$ cat config.mk
export PLATFORM = sky130hd
export DESIGN_NAME = net_router_flattened
export DESIGN_NICKNAME = d
export VERILOG_FILES = /design/src/rtl/net_router_flattened.sv
export SDC_FILE = /design/constraint.sdc
export NUM_CORES = 2
export LEC_CHECK = 0
export ABC_AREA = 1
export ABC_CLOCK_PERIOD_IN_PS = 21600
export BUFFER_PORTS_ARGS = -buffer_cell sky130_fd_sc_hd__buf_2
export CAP_MARGIN = 20
export CELL_PAD_IN_SITES_DETAIL_PLACEMENT = 0
export CELL_PAD_IN_SITES_GLOBAL_PLACEMENT = 1
export CORE_UTILIZATION = 40
export CTS_CLUSTER_SIZE = 40
export DETAILED_ROUTE_END_ITERATION = 7
export GPL_TIMING_DRIVEN = 0
export MAX_ROUTING_LAYER = met4
export PLACE_DENSITY_LB_ADDON = 0.1
export SYNTH_ARGS = -nofsm -noshare
export SYNTH_HDL_FRONTEND = slang
export SYNTH_SLANG_ARGS = --single-unit
$ cat constraint.sdc
create_clock -name clk -period 21.6 [get_ports clk]
set_clock_uncertainty 0.15 [all_clocks]
set_input_delay 0 -clock clk [delete_from_list [all_inputs] [get_ports clk]]
set_output_delay 0 -clock clk [all_outputs]
set_load 0.05 [all_outputs]
$ cat src/rtl/net_router_flattened.sv
// net_router_flattened: per-input FIFOs, per-output round-robin arbiters and registered outputs.
// Define NET_ROUTER_DROP_CNT_EN to add the saturating drop_count_o port and counter.
module net_router_flattened #(
    parameter int NUM_CH_P     = 4,
    parameter int PKT_WIDTH_P  = 32,
    parameter int DEST_LSB_P   = 0,
    parameter int DEST_WIDTH_P = 2,
    parameter int FIFO_DEPTH_P = 4
) (
    input  logic                            clk,
    input  logic                            reset,
    input  logic [NUM_CH_P*PKT_WIDTH_P-1:0] in_data_flat_i,
    input  logic [NUM_CH_P-1:0]             in_valid_i,
    output logic [NUM_CH_P-1:0]             in_ready_o,
    output logic [NUM_CH_P*PKT_WIDTH_P-1:0] out_data_flat_o,
    output logic [NUM_CH_P-1:0]             out_valid_o,
    input  logic [NUM_CH_P-1:0]             out_ready_i
`ifdef NET_ROUTER_DROP_CNT_EN
   ,output logic [15:0]                     drop_count_o
`endif
);
    localparam int AW = $clog2(FIFO_DEPTH_P);
    localparam int PW = (NUM_CH_P > 1) ? $clog2(NUM_CH_P) : 1;

    typedef logic [PKT_WIDTH_P-1:0] pkt_t;

    pkt_t                  mem_q      [NUM_CH_P][FIFO_DEPTH_P];
    pkt_t                  mem_d      [NUM_CH_P][FIFO_DEPTH_P];
    logic [AW-1:0]         rd_ptr_q   [NUM_CH_P];
    logic [AW-1:0]         rd_ptr_d   [NUM_CH_P];
    logic [AW-1:0]         wr_ptr_q   [NUM_CH_P];
    logic [AW-1:0]         wr_ptr_d   [NUM_CH_P];
    logic [AW:0]           count_q    [NUM_CH_P];
    logic [AW:0]           count_d    [NUM_CH_P];
    logic [PW-1:0]         arb_ptr_q  [NUM_CH_P];
    logic [PW-1:0]         arb_ptr_d  [NUM_CH_P];
    pkt_t                  out_data_q [NUM_CH_P];
    pkt_t                  out_data_d [NUM_CH_P];
    logic [NUM_CH_P-1:0]   out_valid_q, out_valid_d;
    logic                  init_done_q, init_done_d;

    pkt_t                  head_pkt   [NUM_CH_P];
    logic [DEST_WIDTH_P-1:0] head_dest [NUM_CH_P];
    logic [NUM_CH_P-1:0]   head_vld, drop, pop, push, granted;

    // Ready stays low until the first edge after reset has been seen.
    always_comb begin
        in_ready_o = '0;
        for (int unsigned c = 0; c < NUM_CH_P; c++) begin
            in_ready_o[c] = init_done_q && (count_q[c] != (AW+1)'(FIFO_DEPTH_P));
        end
    end

    always_comb begin
        mem_d       = mem_q;
        rd_ptr_d    = rd_ptr_q;
        wr_ptr_d    = wr_ptr_q;
        count_d     = count_q;
        arb_ptr_d   = arb_ptr_q;
        out_data_d  = out_data_q;
        out_valid_d = out_valid_q & ~out_ready_i;
        init_done_d = 1'b1;
        head_vld    = '0;
        drop        = '0;
        push        = '0;
        granted     = '0;

        for (int unsigned c = 0; c < NUM_CH_P; c++) begin
            head_pkt[c]  = mem_q[c][rd_ptr_q[c]];
            head_dest[c] = head_pkt[c][DEST_LSB_P +: DEST_WIDTH_P];
            head_vld[c]  = (count_q[c] != '0);
            drop[c]      = head_vld[c] && (32'(head_dest[c]) >= 32'(NUM_CH_P));
        end
        pop = drop;

        // Scan inputs starting at the pointer; the first requester wins.
        for (int unsigned d = 0; d < NUM_CH_P; d++) begin
            if (!out_valid_q[d] || out_ready_i[d]) begin
                for (int unsigned k = 0; k < NUM_CH_P; k++) begin
                    for (int unsigned i = 0; i < NUM_CH_P; i++) begin
                        if (!granted[d] && head_vld[i] && (32'(head_dest[i]) == d) &&
                            (i == (32'(arb_ptr_q[d]) + k) % NUM_CH_P)) begin
                            granted[d]     = 1'b1;
                            pop[i]         = 1'b1;
                            out_valid_d[d] = 1'b1;
                            out_data_d[d]  = head_pkt[i];
                            arb_ptr_d[d]   = PW'((i + 1) % NUM_CH_P);
                        end
                    end
                end
            end
        end

        for (int unsigned c = 0; c < NUM_CH_P; c++) begin
            push[c] = in_valid_i[c] && in_ready_o[c];
            if (push[c]) begin
                mem_d[c][wr_ptr_q[c]] = in_data_flat_i[c*PKT_WIDTH_P +: PKT_WIDTH_P];
                wr_ptr_d[c]           = wr_ptr_q[c] + AW'(1);
            end
            if (pop[c]) begin
                rd_ptr_d[c] = rd_ptr_q[c] + AW'(1);
            end
            case ({push[c], pop[c]})
                2'b10:   count_d[c] = count_q[c] + (AW+1)'(1);
                2'b01:   count_d[c] = count_q[c] - (AW+1)'(1);
                default: count_d[c] = count_q[c];
            endcase
        end
    end

    always_ff @(posedge clk or posedge reset) begin
        if (reset) begin
            for (int unsigned c = 0; c < NUM_CH_P; c++) begin
                for (int unsigned e = 0; e < FIFO_DEPTH_P; e++) begin
                    mem_q[c][e] <= '0;
                end
                rd_ptr_q[c]   <= '0;
                wr_ptr_q[c]   <= '0;
                count_q[c]    <= '0;
                arb_ptr_q[c]  <= '0;
                out_data_q[c] <= '0;
            end
            out_valid_q <= '0;
            init_done_q <= 1'b0;
        end else begin
            mem_q       <= mem_d;
            rd_ptr_q    <= rd_ptr_d;
            wr_ptr_q    <= wr_ptr_d;
            count_q     <= count_d;
            arb_ptr_q   <= arb_ptr_d;
            out_data_q  <= out_data_d;
            out_valid_q <= out_valid_d;
            init_done_q <= init_done_d;
        end
    end

    always_comb begin
        out_data_flat_o = '0;
        for (int unsigned d = 0; d < NUM_CH_P; d++) begin
            out_data_flat_o[d*PKT_WIDTH_P +: PKT_WIDTH_P] = out_data_q[d];
        end
        out_valid_o = out_valid_q;
    end

`ifdef NET_ROUTER_DROP_CNT_EN
    logic [15:0] drop_cnt_q, drop_cnt_d;
    logic [16:0] drop_sum;

    always_comb begin
        drop_sum = {1'b0, drop_cnt_q};
        for (int unsigned c = 0; c < NUM_CH_P; c++) begin
            drop_sum = drop_sum + 17'(drop[c]);
        end
        drop_cnt_d = drop_sum[16] ? '1 : drop_sum[15:0];
    end

    always_ff @(posedge clk or posedge reset) begin
        if (reset) begin
            drop_cnt_q <= '0;
        end else begin
            drop_cnt_q <= drop_cnt_d;
        end
    end

    assign drop_count_o = drop_cnt_q;
`endif

endmodule

==> summary.md <==
| Metric | Value |
|---|---|
| Skew-Pair Late Insertion Delay | `0.75 ns` |
| CTS tree | `done` |
| Hold Crit Start | `in_data_flat_i[36]` |
| Final net count | `8167` |
| Post-detail-place hpwl | `232000 um` |
| Die Span Y | `351 um` |
| Critical Path End Type | `register` |
| Synth area leaders | `dfrtp_1 (35%), nand2_1 (21%), mux2_2 (9.8%)` |
| First-pass GRT wire length | `424000 um` |
| Mapped cell area | `48900 um^2` |
| Yosys top cell area share | `34.9%` |
| Critical Path Start Type | `register` |
| Row cnt | `127` |
| Antenna violations before repair | `68` |
| Vias/cell | `6.03` |
| Metal2 WL | `125000 um` |
| Max-Cap Viols | `0` |
| Required time of the critical path | `22.07 ns` |
| Remaining global-route overflow | `0` |
| DIE AREA | `124000 um^2` |
| Max H-tree Level | `3` |
| Worst slew pin tran | `1.55 ns` |
| Starting Density | `40.6%` |
| Routability Congestion | `1.13` |
| Peak Freq | `153 MHz` |
| Cell with the most instances after synthesis | `nand2_1` |
| Hold Path Stages | `3` |
| Clock Sink Count | `681` |
| Syn_area_per_cell | `6.71 um^2` |
| RSZ-0062 raised after global routing | `false` |
| Hold endpoint | `mem_q[292]` |
| Final period utilization | `30.2%` |
| Critical Path Fanout Max | `10` |
| Placed cells | `9263` |
| Leading area contributor after synthesis | `dfrtp_1` |
| Synthesized instance count | `7282` |
| Largest net degree at the start of global routing | `129` |
| Placed inst area | `54400 um^2` |
| Hold Crit Class | `in2reg` |
| Top Layer Used | `met4` |
| DR pass1 iterations | `7` |
| Routed met3 length | `43000 um` |
| Fin. Hold Viols | `0` |
| Hold slack final | `0.0529 ns` |
| Post-synth EDFFs | `0` |
| Final setup viols | `0` |
| Routed WL per cell | `32.4 um` |
| I/O Pins | `274` |
| Area Growth Syn to Fin | `22.6%` |
| Worst Setup Path Type | `reg2reg` |
| Root buffer cell | `clkbuf_16` |
| Slew HR | `-3.65%` |
| Slew Viols, Final | `4` |
| Residual DRC | `0` |
| CTS clk-pin slew, worst paths | `0.06 ns` |
| Vias | `58.8k` |
| Tot GR Track Use | `51.4%` |
| Flops & latches, synth | `681` |
| Reg2reg end | `count_q[4]` |
| Fraction of registers with async set/reset | `100%` |
| Synth top cells by count | `nand2_1 (2711), dfrtp_1 (681), inv_1 (581)` |
| R2r setup slk | `15.08 ns` |
| Crit path DAT | `6.98 ns` |
| Violated checks | `max-slew violations` |
| Fin crit period | `6.52 ns` |
| Num CTS Buffers | `76` |
| Synth Warn # | `0` |
| Fillers | `11.9k` |
| Final WL | `315000 um` |
| PortBufs | `273` |
| Seq/Total Area, Yosys | `34.9%` |
| Reg2reg start | `count_q[5]` |
| Core box area | `120000 um^2` |
| Die width | `351 um` |
| Cts repair resizes | `0` |
| Worst R2R Path Depth | `19` |
| Clock tree buffer depth | `3` |
| Synth Flop Type | `dfrtp_1` |
| 1st-iter DRT viols | `9327` |
| Post-route setup TNS | `0 ns` |
| Status | `finished, violations left` |
| Final Cell Area | `59900 um^2` |
| Syn_nets | `7444` |
| Cell variety after synth | `51` |
| M1 wire length | `120000 um` |
| Routed Antenna Nets | `0` |
| Vias in the first global route | `52.8k` |
| Layout cells sized above 1 | `15.7%` |
| Finished Layout Cells | `9743` |
-- what timing repair did --
item	CTS	global route
buffers inserted	0	0
endpoints found under the setup margin	0	0
hold endpoints to repair	775	0
hold buffers	269	0
-- cell type report --
type,count,area (um^2),share of cell area (%)
multi-input combinational,5465,27600,46.2
sequential,681,17000,28.5
timing repair buffer,645,5850,9.76
inverter,633,2390,3.99
buffer,503,2260,3.78
clock buffer,109,2140,3.57
tap,1612,2020,3.37
clock inverter,23,375,0.627
antenna,72,180,0.301
-- critical path, stage by stage (launching register included) --
cell and delay [ns]:
dfrtp_1 0.42, nor3_2 0.86, inv_1 0.70, nand4_1 0.46
nand2_2 0.13, nor2_4 0.18, nand3_1 0.13, nor2_4 0.19
nand4_4 0.16, a21oi_4 0.43, nor2_8 0.08, nand3_2 0.19
inv_2 0.07, buf_6 0.16, o21ai_2 0.47, nand4_1 0.51
ha_1 0.38, inv_1 0.10, fa_1 0.43, o21ai_0 0.19
-- stage by stage --
| stage | utilization (%) | setup slack (ns) |
|---|---|---|
| floorplan | - | 2.36 |
| global placement | 43.4 | -4.56 |
| detailed placement | 45.2 | 15.65 |
| CTS | 49.5 | 15.62 |
| global route | 49.7 | 15.37 |
| finish | 49.7 | 15.08 |
-- cells in the final DEF (no fill, tap or decap), types with 11 or more instances in the layout --
cell / synthesis / routed
a21oi_1: 491 / 491
a32oi_1: 68 / 28
a32oi_2: 0 / 33
buf_1: 24 / 24
buf_16: 0 / 27
buf_2: 130 / 403
buf_4: 35 / 43
buf_6: 5 / 16
buf_8: 0 / 56
clkbuf_1: 309 / 298
clkbuf_16: 0 / 76
clkbuf_2: 0 / 33
clkbuf_8: 0 / 11
clkinv_1: 14 / 14
dfrtp_1: 681 / 681
diode_2: 0 / 72
dlygate4sd3_1: 0 / 269
ha_1: 20 / 20
inv_1: 581 / 580
inv_2: 36 / 36
mux2_2: 423 / 423
nand2_1: 2711 / 2711
nand2_2: 17 / 17
nand3_1: 394 / 394
nand4_1: 99 / 99
nor2_1: 540 / 540
nor2_2: 11 / 11
nor3_1: 15 / 15
o211ai_1: 64 / 64
o21ai_0: 432 / 431
o21ai_1: 14 / 15
o22ai_1: 74 / 66
-- layer usage --
metal | GRT usage (%) | up-vias
met5 | - | -
met4 | 37.9 | 0
met3 | 19.2 | 1050
met2 | 68.6 | 4294
met1 | 62.6 | 28354
li1 | - | 25067
-- state kept, by name (all words and copies together), names as in the netlist --
name and cells:
rd_ptr_q 8, out_valid_o 4, arb_ptr_q 8, out_data_flat_o 128, wr_ptr_q 8, init_done_q 1
count_q 12, mem_q 512
-- cells by family (layout without fill, tap and decap cells) --
logic type,count (synthesis),after routing,synth area share (%)
adder cells (fa/ha/maj),24,24,0.676
AO/OA/AOI/OAI,1170,1170,13.2
other,1,73,0.00768
flip-flops,681,681,34.9
buffers and inverters,1136,1913,9.42
XOR/XNOR,17,17,0.305
multiplexers,423,423,9.75
AND/OR/NAND/NOR,3830,3830,31.8
-- how the worst max path moves through the flow --
| stage | startpoint | to | depth (start not counted) |
|---|---|---|---|
| final | count_q[5] | count_q[4] | 19 |
| after global routing | count_q[2] | count_q[4] | 21 |
| after global placement | reset | arb_ptr_q[5] | 2 |
| after floorplan | reset | arb_ptr_q[0] | 1 |
| after detailed placement | count_q[2] | count_q[4] | 21 |
| after CTS | count_q[2] | count_q[4] | 21 |
Power is left out: the tool's default activity adds up to more than one toggle a clock period on the data nets, which glitch-free logic cannot reach.
